--- config.mk ---
export PLATFORM = sky130hd
export DESIGN_NAME = gainv_dac_tx_flat
export DESIGN_NICKNAME = d
export VERILOG_FILES = /design/src/rtl/gainv_dac_tx_if.sv /design/src/rtl/gainv_dac_tx.sv /design/src/flat_wrapper.sv
export SDC_FILE = /design/constraint.sdc
export NUM_CORES = 1
export LEC_CHECK = 0
export CAP_MARGIN = 30
export CORE_ASPECT_RATIO = 0.8
export CORE_MARGIN = 3
export CORE_UTILIZATION = 60
export DETAILED_ROUTE_END_ITERATION = 6
export GPL_ROUTABILITY_DRIVEN = 0
export PLACE_DENSITY = 0.82
export SLEW_MARGIN = 0
export SYNTH_ARGS = -nofsm -noshare
export SYNTH_HDL_FRONTEND = slang
export SYNTH_SLANG_ARGS = --single-unit
--- constraint.sdc ---
create_clock -name Clock -period 5.1 [get_ports Clock]
set_input_delay 0.765 -clock Clock [delete_from_list [all_inputs] [get_ports Clock]]
set_output_delay 0.765 -clock Clock [all_outputs]
set_load 0.05 [all_outputs]
--- src/rtl/gainv_dac_tx_if.sv ---
// Parallel word-load side and serial DAC pins of the gain-voltage DAC transmitter.
interface gainv_dac_tx_if;
    logic [11:0] Din;
    logic        Load;
    logic        SCLK;
    logic        SDI;
    logic        CSn;
    logic        Busy;
    logic        Done;

    modport master (output Din, output Load,
                    input  SCLK, input SDI, input CSn, input Busy, input Done);
    modport slave  (input  Din, input Load,
                    output SCLK, output SDI, output CSn, output Busy, output Done);
endinterface

--- src/rtl/gainv_dac_tx.sv ---
// Serialises {CMD, 12-bit gain word} MSB first to an SPI-style DAC, with a
// one-deep latest-wins pending register for words that arrive during a frame.
module gainv_dac_tx #(
    parameter int unsigned CLKDIV = 2,
    parameter logic [3:0]  CMD    = 4'b0000,
    parameter int unsigned GAP    = 2
) (
    input  logic          Clock,
    input  logic          Resetn,
    gainv_dac_tx_if.slave bus
);

    localparam logic [7:0] DIV_LAST = 8'(CLKDIV - 1);
    localparam logic [7:0] GAP_LAST = 8'(GAP - 1);

    typedef enum logic [2:0] {
        S_IDLE,
        S_SETUP,
        S_SHIFT,
        S_HOLD,
        S_GAP
    } state_t;

    state_t      state;
    logic [7:0]  div_cnt;
    logic [4:0]  bit_cnt;
    logic        half_low;
    logic [14:0] shreg;       // frame bits below the one currently on SDI
    logic [11:0] pend_word;
    logic        pend_vld;
    logic        sclk_q;
    logic        sdi_q;
    logic        csn_q;
    logic        busy_q;
    logic        done_q;

    logic        div_last;
    logic        start_now;
    logic [11:0] start_word;

    assign div_last = (div_cnt == DIV_LAST);

    // A fresh Load at the end of the gap beats an older pending word.
    // NOTE: every output of this block gets a default first, so no latch is inferred.
    always_comb begin
        start_now  = 1'b0;
        start_word = bus.Din;
        case (state)
            S_IDLE: start_now = bus.Load;
            S_GAP: begin
                if (div_cnt == GAP_LAST) begin
                    start_now  = bus.Load | pend_vld;
                    start_word = bus.Load ? bus.Din : pend_word;
                end
            end
            default: ;
        endcase
    end

    // NOTE: state registers use non-blocking assignments so every flop sees
    // the pre-edge values of the others.
    always_ff @(posedge Clock or negedge Resetn) begin
        if (!Resetn) begin
            state     <= S_IDLE;
            div_cnt   <= '0;
            bit_cnt   <= '0;
            half_low  <= 1'b0;
            shreg     <= '0;
            pend_word <= '0;
            pend_vld  <= 1'b0;
            sclk_q    <= 1'b1;
            sdi_q     <= 1'b0;
            csn_q     <= 1'b1;
            busy_q    <= 1'b0;
            done_q    <= 1'b0;
        end else begin
            done_q <= 1'b0;

            if (busy_q && bus.Load && !start_now) begin
                pend_word <= bus.Din;
                pend_vld  <= 1'b1;
            end

            if (start_now) begin
                state    <= S_SETUP;
                shreg    <= {CMD[2:0], start_word};
                sdi_q    <= CMD[3];
                csn_q    <= 1'b0;
                sclk_q   <= 1'b1;
                busy_q   <= 1'b1;
                div_cnt  <= '0;
                bit_cnt  <= 5'd15;
                half_low <= 1'b0;
                pend_vld <= 1'b0;
            end else begin
                case (state)
                    S_IDLE: ;
                    S_SETUP: begin
                        if (div_last) begin
                            state   <= S_SHIFT;
                            div_cnt <= '0;
                        end else begin
                            div_cnt <= div_cnt + 8'd1;
                        end
                    end
                    S_SHIFT: begin
                        if (!div_last) begin
                            div_cnt <= div_cnt + 8'd1;
                        end else begin
                            div_cnt <= '0;
                            if (!half_low) begin
                                sclk_q   <= 1'b0;
                                half_low <= 1'b1;
                            end else begin
                                // Bit ends on the SCLK rise; the DAC already sampled on the fall.
                                sclk_q   <= 1'b1;
                                half_low <= 1'b0;
                                if (bit_cnt == 5'd0) begin
                                    state <= S_HOLD;
                                    sdi_q <= 1'b0;
                                end else begin
                                    bit_cnt <= bit_cnt - 5'd1;
                                    sdi_q   <= shreg[14];
                                    shreg   <= {shreg[13:0], 1'b0};
                                end
                            end
                        end
                    end
                    S_HOLD: begin
                        if (div_last) begin
                            csn_q   <= 1'b1;
                            done_q  <= 1'b1;
                            state   <= S_GAP;
                            div_cnt <= '0;
                        end else begin
                            div_cnt <= div_cnt + 8'd1;
                        end
                    end
                    S_GAP: begin
                        if (div_cnt == GAP_LAST) begin
                            state   <= S_IDLE;
                            busy_q  <= 1'b0;
                            div_cnt <= '0;
                        end else begin
                            div_cnt <= div_cnt + 8'd1;
                        end
                    end
                    default: state <= S_IDLE;
                endcase
            end
        end
    end

    assign bus.SCLK = sclk_q;
    assign bus.SDI  = sdi_q;
    assign bus.CSn  = csn_q;
    assign bus.Busy = busy_q;
    assign bus.Done = done_q;

endmodule

--- src/flat_wrapper.sv ---
// flat-port wrapper written by rule: the top's interface ports become plain ports
module gainv_dac_tx_flat 
#(
    parameter int unsigned CLKDIV = 2,
    parameter logic [3:0]  CMD    = 4'b0000,
    parameter int unsigned GAP    = 2
)
  (Clock, Resetn, bus_Din, bus_Load, bus_SCLK, bus_SDI, bus_CSn, bus_Busy, bus_Done);
  gainv_dac_tx_if bus_i ();
  input  logic Clock;
  input  logic Resetn;
  input wire logic [$bits(bus_i.Din)-1:0] bus_Din;
  input wire logic [$bits(bus_i.Load)-1:0] bus_Load;
  output wire logic [$bits(bus_i.SCLK)-1:0] bus_SCLK;
  output wire logic [$bits(bus_i.SDI)-1:0] bus_SDI;
  output wire logic [$bits(bus_i.CSn)-1:0] bus_CSn;
  output wire logic [$bits(bus_i.Busy)-1:0] bus_Busy;
  output wire logic [$bits(bus_i.Done)-1:0] bus_Done;
  assign bus_i.Din = bus_Din;
  assign bus_i.Load = bus_Load;
  assign bus_SCLK = bus_i.SCLK;
  assign bus_SDI = bus_i.SDI;
  assign bus_CSn = bus_i.CSn;
  assign bus_Busy = bus_i.Busy;
  assign bus_Done = bus_i.Done;
  gainv_dac_tx #(.CLKDIV(CLKDIV), .CMD(CMD), .GAP(GAP)) u_core (.Clock(Clock), .Resetn(Resetn), .bus(bus_i));
endmodule
== After elaboration in Yosys (flattened, before gate mapping) ==
Cells that the tools add are included.

* Bits in registers: 50
* Input port bits: 15
* Output and inout bits: 5
* Word-level logic and storage cells: 97

* Add/subtract/negate cells: 2
* Equal/unequal tests: 13
* Multiplexer cells: 50
* Bitwise operators: 1
* Reductions and logical operators: 19

{| class="wikitable"
|+ Operators by type and width
! cell !! number
|-
| $mux 15 || 5
|-
| $mux 12 || 3
|-
| $mux 1 || 25
|-
| $mux 5 || 5
|-
| $mux 8 || 3
|-
| $mux 3 || 7
|-
| $ne 3x1->1 const B || 6
|-
| $pmux 3 s5 || 1
|-
| $reduce_bool 2->1 || 7
|-
| $add 8x1->8 const B || 1
|-
| $eq 8x1->1 const B || 1
|-
| $reduce_and 7->1 || 1
|-
| $eq 3x2->1 const B || 2
|-
| $reduce_and 2->1 || 3
|-
| $logic_not 5->1 || 1
|-
| $sub 5x1->5 const B || 1
|-
| $ne 2x1->1 const B || 2
|-
| $reduce_and 4->1 || 1
|-
| $reduce_or 4->1 || 1
|-
| $eq 3x1->1 const B || 1
|-
| $eq 3x3->1 const B || 1
|-
| $logic_not 3->1 || 1
|-
| $reduce_and 3->1 || 1
|-
| $logic_and 1x1->1 || 2
|-
| 3 further kinds || 3
|}

== Depth between registers and ports, before layout ==
Gate-level depths: netlist of run 1.

* Word-level depth: 7
* Mapped depth: 8

== Least setup slack after synthesis of run 1 ==
No wires, ideal clock.

* Path type: reg2reg
* Start point: register u_core.div_cnt[0]
* End point: register u_core.pend_word[10]
* Setup time: 0.125 ns
* Arrival: 1.686 ns
* Required time: 4.975 ns
* Slack: 3.289 ns
* Stages on the path, launching flop included: 7
* Clock period less this slack: 1.811 ns
* Cell sequence: dfrtp_1 > ha_1 > nor3b_2 > a21boi_1 > o211ai_2 > buf_4 > mux2_2

* Cells in the longest elaborated chain, start to end: 5

{| class="wikitable"
|+ Ends and longest elaborated chain
! what !! line !! text
|-
| start, declared || gainv_dac_tx.sv:25 || <nowiki>logic [7:0] div_cnt;</nowiki>
|-
| start signal, assigned || gainv_dac_tx.sv:103 || <nowiki>div_cnt <= div_cnt + 8'd1;</nowiki>
|-
| start signal, assigned || gainv_dac_tx.sv:108 || <nowiki>div_cnt <= div_cnt + 8'd1;</nowiki>
|-
| start signal, assigned || gainv_dac_tx.sv:136 || <nowiki>div_cnt <= div_cnt + 8'd1;</nowiki>
|-
| $eq 8x1->1 || gainv_dac_tx.sv:51 || <nowiki>if (div_cnt == GAP_LAST) begin</nowiki>
|-
| $mux 1 || gainv_dac_tx.sv:51 ||
|-
| $pmux 1 s2 || gainv_dac_tx.sv:48 || <nowiki>case (state)</nowiki>
|-
| $logic_not 1->1 || gainv_dac_tx.sv:79 || <nowiki>if (busy_q && bus.Load && !start_now) begin</nowiki>
|-
| $logic_and 1x1->1 || gainv_dac_tx.sv:79 ||
|-
| end signal, assigned || gainv_dac_tx.sv:80 || <nowiki>pend_word <= bus.Din;</nowiki>
|-
| end, declared || gainv_dac_tx.sv:29 || <nowiki>logic [11:0] pend_word;</nowiki>
|}

No other way between the ends.
A chain may end at the register's enable or synchronous reset.

== Worst setup path in the final report of run 1 ==
* Start point: register u_core.div_cnt[0]
* End point: register u_core.pend_word[0]

The elaborated chain is that of the path after synthesis.

==> results of run 1 <==
flip-flops by register name, indices dropped and copies added (netlist names):
name,cells
u_core.bit_cnt,5
u_core.bus.Busy,1
u_core.bus.CSn,1
u_core.bus.Done,1
u_core.bus.SCLK,1
u_core.bus.SDI,1
u_core.div_cnt,8
u_core.half_low,1
u_core.pend_vld,1
u_core.pend_word,12
u_core.shreg,15
u_core.state,3
per-stage QoR:
step,util,cells,setup slack [ns],total power (W)
6_report,0.735,303,2.35,0.00146
5_1_grt,0.735,303,2.12,0.00156
4_1_cts,0.735,303,2.37,0.00147
3_5_place_dp,0.711,295,2.18,0.00122
3_3_place_gp,0.704,294,2.19,0.00119
2_1_floorplan,-,233,3.29,0.00108
layer usage:
| layer | vias to the layer above | routed length (um) | track usage |
|---|---|---|---|
| li1 | 882 | - | - |
| met1 | 871 | 2280 | 0.277 |
| met2 | 44 | 2070 | 0.298 |
| met3 | 7 | 240 | 0.0417 |
| met4 | 0 | 85 | 0.0837 |
| met5 | - | 0 | 0 |
worst reg2reg max path: cells and delay by family, from the launching register on:
family          cells  cell delay, ns
compound gates      2            0.92
fa+ha+maj           1            0.19
flops               1            0.48
mux                 1            0.41
simple gates        1            0.65
logic make-up after synthesis:
family                   count (synthesis)  synth area share
XOR/XNOR                                 7            0.0236
AO/OA/AOI/OAI                           33            0.0851
buffers and inverters                   19            0.0346
flip-flops                              50             0.482
multiplexers                            50             0.198
adder cells (fa/ha/maj)                  4            0.0192
AND/OR/NAND/NOR                         70             0.157
synthesized netlist by cell type, types with 5 or more instances:
master                     count
sky130_fd_sc_hd__nor2_1       18
sky130_fd_sc_hd__mux2_2       12
sky130_fd_sc_hd__nand2_1       7
sky130_fd_sc_hd__dfrtp_1      48
sky130_fd_sc_hd__mux2i_1      38
sky130_fd_sc_hd__clkbuf_1      6
sky130_fd_sc_hd__nand3_1      11
sky130_fd_sc_hd__o21ai_0       5
sky130_fd_sc_hd__nand4_1       6
sky130_fd_sc_hd__xnor2_1       5
sky130_fd_sc_hd__a21oi_1       9
sky130_fd_sc_hd__buf_2         6
worst max path at each step:
stage	cells past startpoint	slack (ns)	to	from
3_5_place_dp	5	2.18	u_core.shreg[11]	bus_Load
2_1_floorplan	6	3.29	u_core.pend_word[10]	u_core.div_cnt[0]
4_1_cts	5	2.37	u_core.shreg[11]	u_core.div_cnt[0]
5_1_grt	5	2.12	u_core.pend_word[0]	u_core.div_cnt[0]
6_report	5	2.35	u_core.pend_word[0]	u_core.div_cnt[0]
3_3_place_gp	5	2.19	u_core.shreg[11]	bus_Load
where the power goes:
part,total (W),switching [W],internal [W]
Sequential,0.000666,0.000122,0.000545
Combinational,0.000555,0.000292,0.000263
Clock,0.000241,0.000132,0.000109
Total,0.00146,0.000546,0.000917
cell type report:
cell class / instances / share of cell area
Tap cell: 55 / 0.0235
Sequential cell: 50 / 0.429
Clock buffer: 6 / 0.0282
Clock inverter: 2 / 0.00428
Inverter: 4 / 0.00513
Multi-Input combinational cell: 164 / 0.432
Timing Repair Buffer: 22 / 0.0779
==> results.yml, run 1 <==
clock_network:
  cts-htree-levels: 2
  cts_root_buf: "sky130_fd_sc_hd__clkbuf_8"
  cts_setup_buffers: 0
  cts-buffers-inserted: 5
  clock_latency_on_the_worst_skew_pair_ns: 0.31
  tritoncts: "yes"
  ctsResizeCount: 0
  cts_hold_buffers: 0
  cts.path.max_buffers: 2
  cts.sink_count: 50
  clock_transition_at_the_registers_of_the_reported_paths_ns: 0.09
sta:
  timing_max_transition_violations_final: 0
  finalHoldWorstSlack_ns: 0.491
  setup_violations: 0
  worstMarginPinSlew_ns: 0.789
  min_period_ns: 2.75
  max_slew_margin: 0.472
  finalHoldViolCount: 0
  fin_tns_setup_ns: 0
  grt_setup_unrepaired: "no"
  layout_worst_path_cycle_share: 0.540
  fin_worst_skew_ns: 0.00712
  clock.fmax_ghz: 0.363
global_routing:
  antenna_violations_before_repair: 0
  grt.total_usage: 0.198
  grt.overflow.total: 0
  grt_max_degree: 51
  grt_first_pass_wirelength_um: 7860
  grt_pass1_vias: 1702
final_layout:
  sequential_cell_area_um2: 1250
  design.final.nets: 266
  area_of_the_multi_input_gates_um2: 1260
  final_cell_area_excluding_filler_cells_um2: 2920
  number_of_fill_cells_in_the_layout: 285
  mostFrequentLayoutCell: "sky130_fd_sc_hd__dfrtp_1"
  layout.cells.most_common_list: "sky130_fd_sc_hd__dfrtp_1 (48), sky130_fd_sc_hd__mux2i_1 (38), sky130_fd_sc_hd__nor2_1 (18), sky130_fd_sc_hd__clkdlybuf4s50_1 (18), sky130_fd_sc_hd__mux2_2 (12)"
  diodes: 0
  post_route_cells_drive_above_1_share: 0.137
  area_growth_pct: 12.4
yosys:
  synthArstFlopShare: 1.00
  synth-warning-count: 0
  netlist_area_um2: 2600
  syn_area_per_cell_um2: 11.2
  yosysTopAreaCell: "sky130_fd_sc_hd__dfrtp_1"
  yosysUniqueCellTypes: 47
  yosysTopAreaCellShare: 0.462
  synth_fp_nets: 252
  synth-edff-count: 0
  synth.area.top_cells: "sky130_fd_sc_hd__dfrtp_1 (46%), sky130_fd_sc_hd__mux2i_1 (15%), sky130_fd_sc_hd__mux2_2 (5.2%), sky130_fd_sc_hd__nor2_1 (2.6%), sky130_fd_sc_hd__nand3_1 (2.1%)"
  synthesis.instances: 233
  synth-seq-cells: 50
  yosysSeqAreaShare: 0.482
  ys_dominant_reg_cell: "sky130_fd_sc_hd__dfrtp_1"
setup_path:
  reg2regPathDepth: 5
  worst_path_max_delay_cell: "sky130_fd_sc_hd__nor3b_2"
  crit_fanout: 14
  required_worst_endpoint_ns: 5.30
  critPathTopFamily: "compound AO/OA/AOI/OAI gates"
  crit-reg2reg-launch: "u_core.div_cnt[0]"
  cp_slowest_stage_delay_ns: 0.65
  crit_path_cell_trace: "ha_1, nor3b_2, a21boi_1, o211ai_2, mux2_2"
  worstReg2RegEnd: "u_core.pend_word[0]"
  setup.worst_path.class: "reg2reg"
  critical_path.startpoint_type: "flop"
  cp.arrival_ns: 2.95
  reg2reg_setup_slack_ns: 2.35
  cp-end-kind: "flop"
  critical_path.n_buffers_inverters: 0
floorplan:
  chipWidth_um: 79.6
  die_area_um2: 5170
  core_region_um2: 3980
  die_h_um: 64.9
  initial_utilization: 0.654
  ioPinCount: 20
  standard_cell_rows: 20
run_status:
  outcome: "complete, no violations"
worst_hold_path:
  timing.hold.worst_endpoint: "u_core.bus.SCLK"
  number_of_cells_traversed_by_the_worst_hold_path: 2
  timing.hold.worst.class: "reg2reg"
  min-delay-start: "u_core.bus.SCLK"
drt:
  totalWireLength_um: 4680
  antenna_violating_nets_post_route: 0
  first_pass_iters: 4
  detailroute.via_count: 1804
  remaining_drc_errors: 0
  avgViaCountPerCell: 5.95
  wire_per_inst_um: 15.4
  detail_route.iter0.violations: 145
placement:
  place_hpwl_um: 3130
  detailed_place.area_um2: 2830
  placement.io_buffers: 19
power:
  ir_drop_mv: 0.242
  power.density_cell_area_nw_per_um2: 500
  static-leakage-power_nw: 1.37
flow_run:
  timing.max_cap.violations: 0
Power figures use the tool's default switching activity.
==> run 2: changes to the inputs <==
--- a/config.mk
+++ b/config.mk
@@ -8,10 +8,10 @@
 export CAP_MARGIN = 30
 export CORE_ASPECT_RATIO = 0.8
 export CORE_MARGIN = 3
-export CORE_UTILIZATION = 60
+export CORE_UTILIZATION = 52
 export DETAILED_ROUTE_END_ITERATION = 6
 export GPL_ROUTABILITY_DRIVEN = 0
-export PLACE_DENSITY = 0.82
+export PLACE_DENSITY = 0.75
 export SLEW_MARGIN = 0
 export SYNTH_ARGS = -nofsm -noshare
 export SYNTH_HDL_FRONTEND = slang
==> constraint.sdc (replaced) <==
create_clock -name Clock -period 2.4 [get_ports Clock]
set_input_delay 0.36 -clock Clock [delete_from_list [all_inputs] [get_ports Clock]]
set_output_delay 0.36 -clock Clock [all_outputs]
set_load 0.05 [all_outputs]
==> run 2 against run 1 <==
Sequential share of layout area down 1.1 points. First-iteration DRC count decreased by 16%. Clock power is 130% higher. Total power is 120% higher. Design area up 2.5%. Non-clock buffer count up 7.
==> results.yml, run 2 (same netlist as run 1, synthesis figures left out) <==
global_routing:
  grt_max_degree: 51
  antenna_violations_before_repair: 0
  grt.total_usage: 0.186
  grt.overflow.total: 0
  grt_pass1_vias: 1888
  grt_first_pass_wirelength_um: 8920
placement:
  place_hpwl_um: 3460
  placement.io_buffers: 19
  numPlacedInstances: 307
  pre_cts_ws_ns: 0.323
  detailed_place.area_um2: 2890
floorplan:
  chipWidth_um: 85.1
  initial_utilization: 0.553
  ioPinCount: 20
  core_region_um2: 4710
  standard_cell_rows: 22
  die_area_um2: 5890
  die_h_um: 69.3
clock_network:
  cts-buffers-inserted: 5
  clock_transition_at_the_registers_of_the_reported_paths_ns: 0.09
  tritoncts: "yes"
  cts.sink_count: 50
  cts_root_buf: "sky130_fd_sc_hd__clkbuf_8"
  ctsResizeCount: 0
  cts-htree-levels: 2
  cts_hold_buffers: 0
  clock_latency_on_the_worst_skew_pair_ns: 0.30
  cts.path.max_buffers: 2
  cts_setup_buffers: 0
power:
  internal_power_w: 0.00200
  p_comb_frac: 0.384
  static-leakage-power_nw: 1.41
  share_clk_of_total_power: 0.171
  ir_drop_mv: 0.665
  power.density_cell_area_nw_per_um2: 1060
  power.net_switching_w: 0.00118
  power_switching_share: 0.370
  seqPwrFrac: 0.444
final_layout:
  stdcell_count: 315
  register_with_the_most_flip_flops: "u_core.shreg"
  diodes: 0
  largestRegisters: "u_core.shreg (15), u_core.pend_word (12), u_core.div_cnt (8)"
  layout.cells.most_common_list: "sky130_fd_sc_hd__dfrtp_1 (48), sky130_fd_sc_hd__mux2i_1 (38), sky130_fd_sc_hd__nor2_1 (18), sky130_fd_sc_hd__clkdlybuf4s50_1 (18), sky130_fd_sc_hd__mux2_2 (12)"
  design.final.nets: 273
  mostFrequentLayoutCell: "sky130_fd_sc_hd__dfrtp_1"
  largest_reg_flops: 15
  final_cell_area_excluding_filler_cells_um2: 3000
  fin_util: 0.637
  post_route_cells_drive_above_1_share: 0.161
  area_growth_pct: 15.2
sta:
  grt_setup_unrepaired: "no"
  fin_worst_skew_ns: 0.00870
  finalHoldViolCount: 0
  setup_violations: 0
  worstMarginPinSlew_ns: 0.500
  layout_worst_path_cycle_share: 0.879
  fin_tns_setup_ns: 0
  postLayoutSetupSlackWorst_ns: 0.290
  min_period_ns: 2.11
  timing_max_transition_violations_final: 0
  clock.fmax_ghz: 0.474
  max_slew_margin: 0.666
drt:
  totalWireLength_um: 5080
  detailroute.via_count: 1866
  avgViaCountPerCell: 5.92
  wire_per_inst_um: 16.1
  detail_route.iter0.violations: 122
  remaining_drc_errors: 0
  antenna_violating_nets_post_route: 0
  first_pass_iters: 4
run_status:
  outcome: "complete, no violations"
setup_path:
  cp.arrival_ns: 2.34
  required_worst_endpoint_ns: 2.63
  cp-end-kind: "flop"
  crit_fanout: 10
  setup.worst_path.class: "reg2reg"
  critical_path.startpoint_type: "flop"
worst_hold_path:
  timing.hold.worst.class: "in2async"
flow_run:
  timing.max_cap.violations: 0
run 2: power groups by stage:
stage | Clock [W] | Combinational (W) | Sequential [W]
2_1_floorplan | 0 | 0.000908 | 0.00139
3_3_place_gp | 0 | 0.00118 | 0.00141
3_5_place_dp | 0 | 0.00122 | 0.00142
4_1_cts | 0.000555 | 0.00123 | 0.00141
5_1_grt | 0.000586 | 0.00135 | 0.00146
6_report | 0.000546 | 0.00122 | 0.00141
run 2: per-layer routing:
metal	wire (um)	part of all wire	track usage
met3	162	0.032	0.0451
met1	2550	0.50	0.275
met4	66	0.013	0.0545
met2	2310	0.45	0.271
met5	0	0	0
run 2: final cells by class:
class / instances / area, um2
inverter: 4 / 15.0
clock inverter: 1 / 8.76
sequential: 50 / 1250
tap: 60 / 75.1
fill: 388 / 1710
clock buffer: 7 / 96.3
timing repair buffer: 29 / 285
multi-input combinational: 164 / 1260
run 2: worst max-delay path: stages (launching register included):
cell,delay [ns]
sky130_fd_sc_hd__dfrtp_1,0.48
sky130_fd_sc_hd__ha_1,0.18
sky130_fd_sc_hd__nor3b_2,0.31
sky130_fd_sc_hd__a21boi_1,0.22
sky130_fd_sc_hd__nor3_4,0.34
sky130_fd_sc_hd__buf_4,0.28
sky130_fd_sc_hd__mux2i_1,0.22
run 2: through the flow:
stage | power [W] | hold slack, ns
5_1_grt | 0.00340 | 0.0467
3_5_place_dp | 0.00264 | 0.369
2_1_floorplan | 0.00229 | 0.0644
4_1_cts | 0.00319 | 0.0419
3_3_place_gp | 0.00259 | 0.369
6_report | 0.00318 | 0.0245
run 2: final timing paths:
| path | cells after the start | startpoint | slack [ns] | to |
|---|---|---|---|---|
| hold reg to reg | 2 | u_core.bus.SCLK | 0.50 | u_core.bus.SCLK |
| hold / removal | 2 | Resetn | 0.02 | u_core.div_cnt[2] |
| max in group asynchronous | 2 | Resetn | 2.07 | u_core.bus.CSn |
| min in group Clock | 2 | u_core.bus.SCLK | 0.50 | u_core.bus.SCLK |
| setup / recovery | 6 | u_core.div_cnt[0] | 0.29 | u_core.shreg[11] |
| setup reg to reg | 6 | u_core.div_cnt[0] | 0.29 | u_core.shreg[11] |
